`config.mk`:
```
export PLATFORM = sky130hd
export DESIGN_NAME = fetch_32
export DESIGN_NICKNAME = d
export VERILOG_FILES = /design/src/rtl/fetch_32.sv
export SDC_FILE = /design/constraint.sdc
export NUM_CORES = 1
export LEC_CHECK = 0
export ABC_AREA = 1
export CAP_MARGIN = 30
export CORE_ASPECT_RATIO = 1.4
export CORE_MARGIN = 2
export CORE_UTILIZATION = 40
export CTS_CLUSTER_DIAMETER = 120
export CTS_CLUSTER_SIZE = 14
export DETAILED_ROUTE_END_ITERATION = 6
export HOLD_SLACK_MARGIN = 0.08
export PLACE_DENSITY_LB_ADDON = 0.25
export SYNTH_ARGS = -nofsm -noshare
export SYNTH_HDL_FRONTEND = slang
export SYNTH_SLANG_ARGS = --single-unit
export TNS_END_PERCENT = 1
```
`constraint.sdc`:
```
create_clock -name clk_in -period 9.1 [get_ports clk_in]
set_input_delay 1.365 -clock clk_in [delete_from_list [all_inputs] [get_ports clk_in]]
set_output_delay 1.365 -clock clk_in [all_outputs]
set_load 0.02 [all_outputs]
```
`src/rtl/fetch_32.sv`:
```
// Instruction fetch unit: single-outstanding word fetches into a prefetch FIFO,
// presented with their PCs to decode; handles redirects and fetch bus errors.
//
// state | meaning
// IDLE  | waiting for FIFO space before issuing the next fetch
// REQ   | fetch at the fetch PC outstanding on the memory port
// DROP  | stale request in flight after a redirect; its response is discarded
// FAULT | bus error or misaligned redirect; no fetches until an aligned redirect
module fetch_32 #(
  parameter logic [31:0] RESET_PC   = 32'h0000_0000,
  parameter int          FIFO_DEPTH = 4
) (
  input  logic        clk_in,
  input  logic        reset_in,
  output logic        mem_req_out,
  output logic [31:0] mem_addr_out,
  input  logic        mem_ack_in,
  input  logic [31:0] mem_data_in,
  input  logic        mem_err_in,
  input  logic        redirect_in,
  input  logic [31:0] redirect_addr_in,
  output logic [31:0] inst_out,
  output logic [31:0] pc_out,
  output logic        inst_valid_out,
  input  logic        inst_ready_in,
  output logic        fault_out,
  output logic [31:0] fault_addr_out
);

  localparam int PW = (FIFO_DEPTH > 1) ? $clog2(FIFO_DEPTH) : 1;
  localparam int CW = PW + 1;
  localparam logic [CW-1:0] DEPTH_C = CW'(FIFO_DEPTH);

  localparam logic [1:0] S_IDLE  = 2'd0;
  localparam logic [1:0] S_REQ   = 2'd1;
  localparam logic [1:0] S_DROP  = 2'd2;
  localparam logic [1:0] S_FAULT = 2'd3;

  logic [1:0]    state_q, state_d;
  logic [31:0]   pc_q, pc_d;
  logic [31:0]   drop_addr_q, drop_addr_d;
  logic [PW-1:0] rd_ptr_q, rd_ptr_d, wr_ptr_q, wr_ptr_d;
  logic [CW-1:0] count_q, count_d;
  logic [31:0]   inst_q, inst_d, pc_out_q, pc_out_d;
  logic          valid_q, valid_d;
  logic          fault_q, fault_d;
  logic [31:0]   fault_addr_q, fault_addr_d;
  logic [31:0]   buf_inst_q [FIFO_DEPTH];
  logic [31:0]   buf_pc_q   [FIFO_DEPTH];
  logic          ack, pop, push, clear, redir_mis, outstanding;

  assign mem_req_out  = (state_q == S_REQ) || (state_q == S_DROP);
  assign mem_addr_out = (state_q == S_DROP) ? drop_addr_q : pc_q;
  assign ack          = mem_req_out & mem_ack_in;
  assign outstanding  = mem_req_out & ~mem_ack_in;
  assign pop          = valid_q & inst_ready_in;
  assign redir_mis    = redirect_in & (redirect_addr_in[1:0] != 2'b00);

  always_comb begin
    state_d      = state_q;
    pc_d         = pc_q;
    drop_addr_d  = drop_addr_q;
    fault_d      = fault_q;
    fault_addr_d = fault_addr_q;
    push         = 1'b0;
    clear        = 1'b0;

    case (state_q)
      S_IDLE: if (count_q < DEPTH_C) state_d = S_REQ;
      S_REQ: begin
        if (ack) begin
          if (mem_err_in) begin
            state_d      = S_FAULT;
            fault_d      = 1'b1;
            fault_addr_d = mem_addr_out;
          end else begin
            push = 1'b1;
            pc_d = pc_q + 32'd4;
          end
        end
      end
      S_DROP: if (ack) state_d = fault_q ? S_FAULT : S_REQ;
      default: ;
    endcase

    // A redirect overrides whatever the memory returned this cycle.
    if (redirect_in) begin
      clear = 1'b1;
      push  = 1'b0;
      if (outstanding && (state_q == S_REQ)) drop_addr_d = pc_q;
      if (redir_mis) begin
        pc_d         = pc_q;
        fault_d      = 1'b1;
        fault_addr_d = redirect_addr_in;
        state_d      = outstanding ? S_DROP : S_FAULT;
      end else begin
        pc_d    = redirect_addr_in;
        fault_d = 1'b0;
        state_d = outstanding ? S_DROP : S_REQ;
      end
    end

    if (clear) begin
      count_d  = '0;
      rd_ptr_d = wr_ptr_q;
      wr_ptr_d = wr_ptr_q;
    end else begin
      count_d  = count_q + CW'(push) - CW'(pop);
      rd_ptr_d = pop  ? rd_ptr_q + PW'(1) : rd_ptr_q;
      wr_ptr_d = push ? wr_ptr_q + PW'(1) : wr_ptr_q;
    end

    if (push && (count_d >= DEPTH_C)) state_d = S_IDLE;

    // Head outputs are registered; an entry written this cycle may become the head.
    valid_d  = (count_d != '0);
    inst_d   = inst_q;
    pc_out_d = pc_out_q;
    if (valid_d) begin
      if (push && (wr_ptr_q == rd_ptr_d)) begin
        inst_d   = mem_data_in;
        pc_out_d = mem_addr_out;
      end else begin
        inst_d   = buf_inst_q[rd_ptr_d];
        pc_out_d = buf_pc_q[rd_ptr_d];
      end
    end
  end

  always_ff @(posedge clk_in or negedge reset_in) begin
    if (!reset_in) begin
      state_q      <= S_IDLE;
      pc_q         <= RESET_PC;
      drop_addr_q  <= RESET_PC;
      rd_ptr_q     <= '0;
      wr_ptr_q     <= '0;
      count_q      <= '0;
      inst_q       <= '0;
      pc_out_q     <= '0;
      valid_q      <= 1'b0;
      fault_q      <= 1'b0;
      fault_addr_q <= '0;
    end else begin
      state_q      <= state_d;
      pc_q         <= pc_d;
      drop_addr_q  <= drop_addr_d;
      rd_ptr_q     <= rd_ptr_d;
      wr_ptr_q     <= wr_ptr_d;
      count_q      <= count_d;
      inst_q       <= inst_d;
      pc_out_q     <= pc_out_d;
      valid_q      <= valid_d;
      fault_q      <= fault_d;
      fault_addr_q <= fault_addr_d;
    end
  end

  always_ff @(posedge clk_in) begin
    if (push) begin
      buf_inst_q[wr_ptr_q] <= mem_data_in;
      buf_pc_q[wr_ptr_q]   <= mem_addr_out;
    end
  end

  assign inst_out       = inst_q;
  assign pc_out         = pc_out_q;
  assign inst_valid_out = valid_q;
  assign fault_out      = fault_q;
  assign fault_addr_out = fault_addr_q;

endmodule

```
### Word-level counts from Yosys, hierarchy flattened

Memories as Yosys holds them, arrays and structs flattened. A register that Yosys moved wholly into a read port is not among the register bits.
Cells that the tools add are included.

| storage, ports and cells | value |
|---|---|
| output and inout port bits | 131 |
| flip-flop bits (word level) | 107 |
| RAM bits | 256 |
| word-level logic and storage cells | 86 |
| input port bits | 70 |
| memories | 2 |

Memory list:

| name | depth | width | rd ports | clocked after Yosys merged registers in | write ports | line | text |
|---|---|---|---|---|---|---|---|
| buf_inst_q | 4 | 32 | 1 | 1 | 1 | 48 | `logic [31:0] buf_inst_q [FIFO_DEPTH];` |
| buf_pc_q | 4 | 32 | 1 | 1 | 1 | 49 | `logic [31:0] buf_pc_q [FIFO_DEPTH];` |

| operators by class | value |
|---|---|
| bitwise operators | 6 |
| muxes and demuxes | 37 |
| reductions and logical operators | 17 |
| $lt $le $gt $ge | 2 |
| add/sub/neg operators | 5 |
| equal/unequal tests | 8 |

Operators with widths:

| cell | count |
|---|---|
| 32-bit 2-to-1 mux | 11 |
| 32-bit by 3-bit adder with 32-bit output (second input constant) | 1 |
| 2-bit 2-to-1 mux | 11 |
| 1-bit 2-to-1 mux | 13 |
| 4-bit by 3-bit inequality test with 1-bit output (second input constant) | 3 |
| 2-bit nonzero test | 4 |
| 2-bit one-hot mux with 3 select lines | 1 |
| 5-bit AND reduction | 1 |
| 5-bit nonzero test | 1 |
| 2-bit by 1-bit adder with 2-bit output (second input constant) | 2 |
| 1-bit bitwise AND | 4 |
| 4-bit inequality test (second input constant) | 1 |
| 2-bit AND reduction | 2 |
| 4-bit AND reduction | 1 |
| 3-bit by 1-bit adder with 3-bit output | 1 |
| 3-bit >= comparator (second input constant) | 1 |
| 3-bit less-than comparator (second input constant) | 1 |
| 3-bit 2-to-1 mux | 1 |
| 3-bit AND reduction | 1 |
| 3-bit nonzero test | 1 |
| 3-bit by 1-bit subtractor with 3-bit output | 1 |
| 2-bit by 1-bit equality test with 1-bit output (second input constant) | 1 |
| 2-bit equality test (second input constant) | 1 |
| 1-bit logical AND | 2 |
| 6 further kinds | 8 |

### Longest topological paths before layout

Gate-level depths: netlist of run 1.

| depth | value |
|---|---|
| word-level depth | 13 |
| depth in mapped cells | 21 |
| mapped depth without buffers | 19 |

### Worst setup path before layout of run 1

No wires, ideal clock.

| timing path | value |
|---|---|
| path kind | input port to flip-flop |
| from | input mem_err_in |
| to | memory buf_inst_q[0][0], enable pin |
| setup time | 0.487 ns |
| required time | 8.613 ns |
| stages on the path | 6 |
| path buffers | 1 |
| path slack | 3.915 ns |
| arrival | 4.698 ns |
| path through | nor2_2 > nand2_2 > nor2_8 > inv_1 > clkbuf_1 > nor2_1 |

| on the way | value |
|---|---|
| word-level cells in the longest chain between the ends | 6 |

RTL lines:

| item | line | text |
|---|---|---|
| start, declared | 19 | `input logic mem_err_in,` |
| 1-bit 2-to-1 mux | 72 | `if (mem_err_in) begin` |
| 1-bit 2-to-1 mux | 71 | `if (ack) begin` |
| 1-bit 2-to-1 mux | 68 | `case (state_q)` |
| 1-bit 2-to-1 mux | 87 | `if (redirect_in) begin` |
| 1-bit 2-to-1 mux | 159 | `if (push) begin` |
| 1-bit 2-to-1 mux (implied by the code) | 160 | `buf_inst_q[wr_ptr_q] <= mem_data_in;` |
| end, declared | 48 |  |

No other way between the ends.

### Worst setup path in the final report of run 1

| timing path | value |
|---|---|
| from | input redirect_in |
| to | register inst_q[22] (netlist: inst_out[22]) (read register of buf_inst_q) |

| on the way | value |
|---|---|
| word-level cells in the longest chain between the ends | 5 |
| elaborated cells on any way between the ends | 7 |
| those cells by class | add/sub: 2; mux: 4; reduce/logical: 1 |

RTL lines:

| item | line | text |
|---|---|---|
| start, declared | 20 | `input logic redirect_in,` |
| 1-bit 2-to-1 mux | 87 |  |
| 3-bit by 1-bit adder with 3-bit output | 108 | `count_d = count_q + CW'(push) - CW'(pop);` |
| 3-bit by 1-bit subtractor with 3-bit output | 108 |  |
| 3-bit 2-to-1 mux (*) | 103 | `if (clear) begin` |
| net count_d[1] | 43 | `logic [CW-1:0] count_q, count_d;` |
| 3-bit nonzero test (*) | 116 | `valid_d = (count_d != '0);` |
| end, declared | 44 | `logic [31:0] inst_q, inst_d, pc_out_q, pc_out_d;` |

The timed path passes the listed nets; every way through them passes the cells marked *.
A chain may end at the register's enable or synchronous reset.

==> summary.md, run 1 <==
| Metric | Value |
|---|---|
| Utilization after layout | `47.6%` |
| Vias in the first global route | `between 15000 and 20000` |
| P per Cell Area | `315 nW/µm²` |
| Worst-margin pin slew | `947 ps` |
| Syn Area/Cell | `approximately 8.8 µm²` |
| GRT Total Usage | `23.1%` |
| Max cap viols | `0` |
| Final Skew | `roughly 20 ps` |
| Clk pwr share | `19.5%` |
| Synth unique cells | `34` |
| Via/cell ratio | `5.22` |
| Slew Limit Fails | `0` |
| Int Power | `0.00436 W` |
| Die Wd | `193 µm` |
| Min-Delay Path Class | `register to register` |
| Switching pwr | `0.00310 W` |
| Hold Fails Final Rpt | `0` |
| Top cells by area, synth | `edfxtp_1 (38%), dfrtp_1 (21%), nand2_1 (15%), nand3_1 (8.8%), inv_1 (4.5%)` |
| Fillcell total | `about 4800` |
| CP startpoint kind | `input port` |
| Yosys top cell area share | `38.4%` |
| H-tree levels | `2` |
| Yosys warnings | `0` |
| Peak Freq | `174 MHz` |
| Slew margin rel. | `36.9%` |
| DRC | `0` |
| GR Overflow Total | `0` |
| Die Ht | `269 µm` |
| CP Capture Type | `register` |
| Core Rows | `97` |
| Worst vdd rail ir drop | `0.162 mV` |
| HPWL Detailed | `36300 µm` |
| Synthesized area | `20000 µm²` |
| FFs w/ async S/R, synth | `40.0%` |
| Main synth FF type | `edfxtp_1` |
| Starting Density | `40.2%` |
| First-pass GRT wire length | `roughly 92000 µm` |
| Leakage | `roughly 11 nW` |
| Period utilization | `roughly 63%` |
| Drt total wl | `approximately 59000 µm` |
| DIE AREA | `between 50000 and 60000 µm²` |
| Worst skew pair latency | `roughly 550 ps` |
| Clk root buf | `clkbuf_16` |
| Area grow syn2layout | `18.3%` |
| Clock slew at reported path FFs | `70 ps` |
| Share of cells above drive strength 1 | `4.42%` |
| Antenna viol nets, final | `0` |
| Crit path max fanout | `44` |
| Number of synthesized flops with an enable pin | `between 200 and 300` |
| Number of buffers created by CTS | `36` |
| Core footprint | `49800 µm²` |
| 1st-iter DRT viols | `approximately 1000` |
| I/O pin cnt | `~200` |
| Post-CTS setup buffers | `0` |
| Sink Count | `427` |
| RSZ-0062 raised after global routing | `false` |
| Largest net degree at the start of global routing | `77` |
| Top cells by count, synth | `nand2_1 (776), nand3_1 (351), edfxtp_1 (256)` |
| Setup ws final | `3350 ps` |
| Worst slack, placed | `2720 ps` |
| Post-Syn Instances | `2276` |
| Syn Nets | `approximately 2400` |
| WL/cell | `19.1 µm` |
| Resized Gates After CTS | `0` |
| Sequential share of power | `37.1%` |
| DRT Pass-1 Iters | `7` |
| CP Class | `input port to register` |
| Via count | `16100` |
| Setup-failing EPs final | `0` |
| Yosys reg bits | `between 400 and 500` |
| Post-CTS Hold Buffers | `0` |
| Comb pwr share | `43.4%` |
| Critical Path AT | `about 6200 ps` |
| Setup TNS | `0 ps` |
| Initial antenna violation count | `1` |
| Most common cell in the netlist | `nand2_1` |
| IO Port Bufs | `200` |
| Sw frac | `41.6%` |
| CTS tree | `built` |
| Clock tree buffer depth | `3` |
| Sequential fraction of the synthesis area | `about three fifths` |
| Synth area leader | `edfxtp_1` |
| Status | `finished, final reports clean` |
| RePlAce Congestion | `about 0.91` |
| Tmin final | `between 5000 and 6000 ps` |
| # nets final | `approximately 2500` |
| CP required | `9580 ps` |
==> critical path, stage by stage <==
cell	delay [ps]
clkdlybuf4s50_1	390
buf_4	260
inv_2	570
nand2_2	180
nor2_8	240
inv_1	370
ha_1	430
inv_1	60
ha_1	130
inv_1	50
fa_1	470
nor2_1	50
nor2_1	210
nand2_4	210
inv_2	400
buf_4	560
nand2_1	130
nand2_1	100
==> power by group through the flow <==
stage	combinational, W	sequential [W]	clock (W)
6_report	0.00324	0.00277	0.00146
5_1_grt	0.00363	0.00281	0.00155
4_1_cts	0.00328	0.00277	0.00150
3_5_place_dp	0.00326	0.00280	0
3_3_place_gp	0.00319	0.00281	0
2_1_floorplan	0.00181	0.00294	0
==> final cells by class <==
type / instances / area (µm²) / share of cell area (%)
Multi-Input combinational cell: 1471 / 6610 / 27.9
Tap cell: 643 / 805 / 3.40
Timing Repair Buffer: 238 / 2340 / 9.87
Sequential cell: 427 / 12000 / 50.5
Clock buffer: 62 / 1020 / 4.31
Inverter: 244 / 916 / 3.87
Antenna cell: 1 / 2.50 / 0.0106
Clock inverter: 3 / 26.3 / 0.111
==> worst paths after layout <==
path	startpoint	end	slack, ps	cells after the start
min reg2reg	inst_out[16]	inst_out[16]	480	2
max	redirect_in	inst_out[22]	3350	18
min	inst_out[16]	inst_out[16]	480	2
max reg2reg	state_q[1]	inst_out[22]	4580	19
min in group asynchronous	reset_in	inst_out[23]	800	1
max in group asynchronous	reset_in	fault_addr_out[25]	7020	2
==> cell families (layout without fill, tap and decap cells) <==
family          after synthesis  count (layout)  share of synthesized area, %
compound gates              203             203                          5.36
other cells                   0               1                             0
buf+inv                     378             547                          7.62
flops                       427             427                          59.8
xor+xnor                      7               7                         0.306
simple gates               1250            1250                          26.2
fa+ha+maj                    11              11                         0.725
==> metal layers <==
layer	up-vias	part of all wire, %	global-route usage [%]
met3	87	4.4	2.62
met4	0	3.2	8.37
met5	-	0	0
met1	7899	41	28.4
met2	438	52	41.6
li1	7686	-	-
==> cell usage in the layout, fill, tap and decap left out, drive strengths merged, types with 2 or more instances in the layout <==
cell type | Yosys | routed
a21oi | 36 | 36
a22oi | 2 | 2
a31oi | 6 | 6
buf | 85 | 38
clkbuf | 49 | 63
clkdlybuf4s50 | 0 | 199
dfrtp | 171 | 171
edfxtp | 256 | 256
ha | 10 | 10
inv | 244 | 247
nand2 | 779 | 779
nand3 | 352 | 352
nand3b | 2 | 2
nand4 | 8 | 8
nor2 | 97 | 97
nor3 | 11 | 11
o211ai | 3 | 3
o21ai | 136 | 136
o221ai | 3 | 3
o22ai | 15 | 15
xor2 | 6 | 6
==> stage by stage <==
stage	cells	instance area, µm²	hold WS, ps	power [W]
2_1_floorplan	2276	20000	453	0.00475
3_3_place_gp	3015	22500	465	0.00600
3_5_place_dp	3022	22600	464	0.00607
4_1_cts	3087	23700	482	0.00755
5_1_grt	3089	23700	505	0.00799
6_report	3089	23700	476	0.00747
==> state kept, by name, summed over array words and instances, names as in the netlist <==
signal	count
fault_out	1
pc_out	32
rd_ptr_q	2
wr_ptr_q	2
count_q	3
fault_addr_out	32
pc_q	32
inst_valid_out	1
inst_out	32
buf_inst_q	128
drop_addr_q	32
buf_pc_q	128
state_q	2
No activity file was read; power rests on OpenSTA's default activity.
==> run 2, diff against run 1 <==
- clock period: 9.1 -> 4.9 ns (I/O delays scaled with it)
==> summary.md, run 2 (synthesis results as in run 1) <==
| Metric | Value |
|---|---|
| Clk root buf | `clkbuf_16` |
| Number of buffers created by CTS | `36` |
| GRT Total Usage | `22.8%` |
| Slew margin rel. | `about 28%` |
| Setup-failing EPs final | `0` |
| Hold Fails Final Rpt | `0` |
| Commonest cells after routing, fill and taps aside | `nand2_1 (771), nand3_1 (350), edfxtp_1 (256)` |
| DRT Pass-1 Iters | `5` |
| R2R Setup Slk | `roughly 1100 ps` |
| First-pass GRT wire length | `91400 µm` |
| HPWL Detailed | `between 30000 and 40000 µm` |
| DRC | `0` |
| DIE AREA | `51900 µm²` |
| Multi-input logic area | `6610 µm²` |
| Slew Limit Fails | `0` |
| Sequential standard cell area | `~12000 µm²` |
| Worst Reg-to-Reg Cells | `19` |
| Die Ht | `269 µm` |
| Largest net degree at the start of global routing | `87` |
| WL/cell | `18.9 µm` |
| Final Skew | `19.8 ps` |
| RePlAce Congestion | `1.00` |
| CP required | `between 4000 and 5000 ps` |
| R2R Path Start | `state_q[1]` |
| Worst skew pair latency | `540 ps` |
| Via/cell ratio | `5.27` |
| CP Capture Type | `output pin` |
| Leakage | `10.7 nW` |
| Fillcell total | `4681` |
| Crit path max fanout | `35` |
| Resized Gates After CTS | `0` |
| P per Cell Area | `586 nW/µm²` |
| Commonest non-fill, non-tap cell in the layout | `nand2_1` |
| Status | `finished, final reports clean` |
| Via count | `16300` |
| Antenna viol nets, final | `0` |
| Utilization after layout | `around 48%` |
| H-tree levels | `2` |
| Share of cells above drive strength 1 | `under 10%` |
| Worst slack, placed | `692 ps` |
| CP Class | `register to output pin` |
| CP startpoint kind | `register` |
| Min-Delay Path Class | `input port to async pin` |
| Setup TNS | `0 ps` |
| GR Overflow Total | `0` |
| Area grow syn2layout | `19.1%` |
| Largest registers | `buf_inst_q x128, buf_pc_q x128` |
| Worst vdd rail ir drop | `0.360 mV` |
| Initial antenna violation count | `2` |
| Post-CTS setup buffers | `0` |
| Drt total wl | `58400 µm` |
| # nets final | `2507` |
| RSZ-0062 raised after global routing | `false` |
| Sink Count | `427` |
| Die Wd | `slightly below 200 µm` |
| I/O pin cnt | `around 200` |
| Core Rows | `97` |
| Critical Path End | `mem_addr_out[22]` |
| Area after DPL | `22800 µm²` |
| Core footprint | `49800 µm²` |
| IO Port Bufs | `200` |
| Power, Total | `0.0140 W` |
| Worst Setup SP | `state_q[0]` |
| Peak Freq | `251 MHz` |
| Final Instance Area | `~24000 µm²` |
| Max cap viols | `0` |
| Setup ws final | `approximately 900 ps` |
| Post-CTS Hold Buffers | `0` |
| Tmin final | `3990 ps` |
| Reg-to-Reg End | `pc_out[19]` |
| Clock tree buffer depth | `3` |
| Vias in the first global route | `16300` |
| Worst-margin pin slew | `1070 ps` |
| Starting Density | `40.2%` |
| Critical Path AT | `3250 ps` |
| 1st-iter DRT viols | `1382` |
| Clock slew at reported path FFs | `~70 ps` |
| CTS tree | `built` |
| Period utilization | `81.4%` |
run 2: routing by layer:
metal | up-vias | wire length (µm) | track usage (%)
li1 | 7717 | - | -
met1 | 7976 | 23600 | 28.3
met5 | - | 0 | 0
met3 | 105 | 2980 | 2.69
met4 | 0 | 1870 | 8.48
met2 | 521 | 29900 | 40.6
run 2: where the power goes:
| group | switching, W | internal, W |
|---|---|---|
| Combinational | 0.00404 | 0.00209 |
| Sequential | 0.000475 | 0.00466 |
| Clock | 0.00128 | 0.00141 |
run 2: worst max-delay path, cell delays in order (launching register included):
cell and delay, ps:
dfrtp_1 400, inv_1 90, ha_2 630, buf_4 330, nand2_1 60, o21ai_0 240, inv_1 320, clkdlybuf4s50_1 610
run 2: worst min-delay path by stage:
stage,from,end,cells after the start
after floorplan,reset_in,count_q[0],0
after global placement,drop_addr_q[25],drop_addr_q[25],2
after detailed placement,inst_out[14],inst_out[14],2
after CTS,reset_in,inst_out[28],1
after global routing,reset_in,inst_out[28],1
final,reset_in,inst_out[28],1
run 2: per-stage QoR:
stage	hold WS, ps	cells
3_5_place_dp	466	3031
5_1_grt	335	3094
3_3_place_gp	465	3026
2_1_floorplan	439	2276
4_1_cts	302	3092
6_report	276	3094
run 2: area by class of cell:
cell class,instances,area share [%]
Sequential cell,427,50.2
Antenna cell,2,0.0210
Clock buffer,60,4.25
Clock inverter,1,0.0368
Multi-Input combinational cell,1471,27.7
Tap cell,643,3.38
Timing Repair Buffer,246,10.5
Inverter,244,3.84
==> run 3, diff against run 2 <==
- clock period: 4.9 -> 3.2 ns (I/O delays scaled with it)
==> summary.md, run 3 (synthesis results as in run 1) <==
| Metric | Value |
|---|---|
| Status | `finished, final reports clean` |
| R2R Path Start | `state_q[1]` |
| Final Skew | `21.3 ps` |
| CP startpoint kind | `register` |
| Clock slew at reported path FFs | `about 70 ps` |
| Hold Fails Final Rpt | `0` |
| Switching pwr | `around 0.0092 W` |
| RePlAce Congestion | `0.930` |
| I/O pin cnt | `201` |
| Clk root buf | `clkbuf_16` |
| Setup-failing EPs final | `0` |
| Worst Setup SP | `state_q[1]` |
| Clock tree buffer depth | `3` |
| Worst vdd rail ir drop | `0.588 mV` |
| Via count | `about 16000` |
| Worst skew pair latency | `550 ps` |
| Top Layer Used | `met4` |
| Crit path max fanout | `15` |
| Hold slack | `483 ps` |
| P per Cell Area | `909 nW/µm²` |
| CP required | `3620 ps` |
| Via/cell ratio | `~5.2` |
| Routed wl met2 | `roughly 31000 µm` |
| Comb pwr share | `45.3%` |
| Share of cells above drive strength 1 | `6.15%` |
| IO Port Bufs | `200` |
| Hold Path Cell Cnt | `2` |
| Sw frac | `around two fifths` |
| Critical hold path startpoint | `pc_out[2]` |
| DIE AREA | `approximately 52000 µm²` |
| Commonest cells after routing, fill and taps aside | `nand2_1 (771), nand3_1 (350), edfxtp_1 (256)` |
| Die Ht | `269 µm` |
| CTS tree | `built` |
| Int Power | `0.0129 W` |
| GRT Total Usage | `approximately a quarter` |
| Max cap viols | `0` |
| Clk pwr share | `about a fifth` |
| # nets final | `approximately 2500` |
| Core footprint | `49800 µm²` |
| DRC | `0` |
| Fillcell total | `4677` |
| Period utilization | `99.6%` |
| 1st-iter DRT viols | `1176` |
| Leakage | `approximately 11 nW` |
| WL met1 | `roughly 24000 µm` |
| Tmin final | `3190 ps` |
| Min-Delay Path Class | `register to register` |
| Die Wd | `193 µm` |
| WL/cell | `19.2 µm` |
| Slew Limit Fails | `0` |
| Core Rows | `97` |
| Met3 wire len | `2870 µm` |
| Commonest non-fill, non-tap cell in the layout | `nand2_1` |
| Worst Reg-to-Reg Cells | `20` |
| Sequential share of power | `a little over a third` |
| Largest registers | `buf_inst_q x128, buf_pc_q x128` |
| Starting Density | `40.2%` |
| Worst slack, placed | `-180 ps` |
| Antenna viol nets, final | `0` |
| RSZ-0062 raised after global routing | `true` |
| Vias in the first global route | `~16000` |
| Peak Freq | `314 MHz` |
| Slew margin rel. | `55.8%` |
| Drt total wl | `60300 µm` |
| CP Class | `register to register` |
| Area grow syn2layout | `21.4%` |
| H-tree levels | `2` |
| Setup ws final | `12.9 ps` |
| Sink Count | `427` |
| Number of buffers created by CTS | `36` |
| CP Capture Type | `register` |
| HPWL Detailed | `38400 µm` |
| First-pass GRT wire length | `93100 µm` |
| Initial antenna violation count | `0` |
| GR Overflow Total | `0` |
| Critical Path AT | `3610 ps` |
| Largest net degree at the start of global routing | `100` |
| DRT Pass-1 Iters | `5` |
| Worst-margin pin slew | `663 ps` |
## run 3: power groups by stage
stage	registers, W	clock network, W	logic (W)
after floorplan	0.00836	0	0.00516
after global placement	0.00795	0	0.00967
after detailed placement	0.00797	0	0.00985
after CTS	0.00787	0.00428	0.00991
after global routing	0.00799	0.00447	0.0111
final	0.00787	0.00419	0.0100
## run 3: per-layer routing
layer / GRT usage (%) / vias to the layer above
met5: 0 / -
met3: 3.08 / 127
met1: 28.6 / 8008
met2: 41.1 / 502
li1: - / 7776
met4: 10.1 / 0
## run 3: path summary, 6_finish.rpt
| check | to | slack (ps) |
|---|---|---|
| worst max-delay path | inst_out[0] | 10 |
| worst min-delay path | pc_out[2] | 480 |
| worst max register to register | inst_out[0] | 10 |
| worst min register to register | pc_out[2] | 480 |
| max in group asynchronous | drop_addr_q[16] | 1920 |
| min in group asynchronous | inst_out[22] | 490 |
## run 3: layout make-up
class	instances	area [µm²]	share of cell area, %
diodes	1	2.50	0.0103
inverters	244	918	3.78
well taps	643	805	3.31
clock buffers	62	1020	4.20
repair buffers	284	2950	12.2
flip-flops and latches	427	12000	49.3
clock inverters	1	8.76	0.0361
multi-input cells	1471	6610	27.2
## run 3: metrics by stage
stage / setup TNS (ps) / cell area, µm² / util, % / cells / power [W]
after floorplan: -103740 / 20000 / - / 2276 / 0.0135
after global routing: -6800 / 24300 / 48.8 / 3132 / 0.0235
after detailed placement: -8980 / 23200 / 46.6 / 3067 / 0.0178
after CTS: 0 / 24200 / 48.7 / 3131 / 0.0221
final: 0 / 24300 / 48.8 / 3133 / 0.0221
after global placement: -1560 / 23200 / 46.6 / 3067 / 0.0176
## run 3: worst max-delay path, stage by stage (launching register included)
cell and delay (ps):
dfrtp_1 430, inv_1 100, ha_1 230, inv_2 80, nor2_2 120, nand2_2 100, nor2_8 90, inv_1 60
ha_1 290, inv_1 70, ha_1 140, inv_1 50, fa_1 350, inv_1 80, nor2_1 50, nand3b_1 220
nand2_4 160, inv_4 90, clkbuf_16 200, nand2_1 80, nand2_1 60
## run 3: what timing repair did
item / 4_1_cts / 5_1_grt
endpoints found under the hold margin: 55 / 0
buffers inserted: 0 / 0
gates resized for setup: 5 / 16
setup endpoints to repair: 19 / 75
hold buffers: 1 / 0
gates cloned: 0 / 1
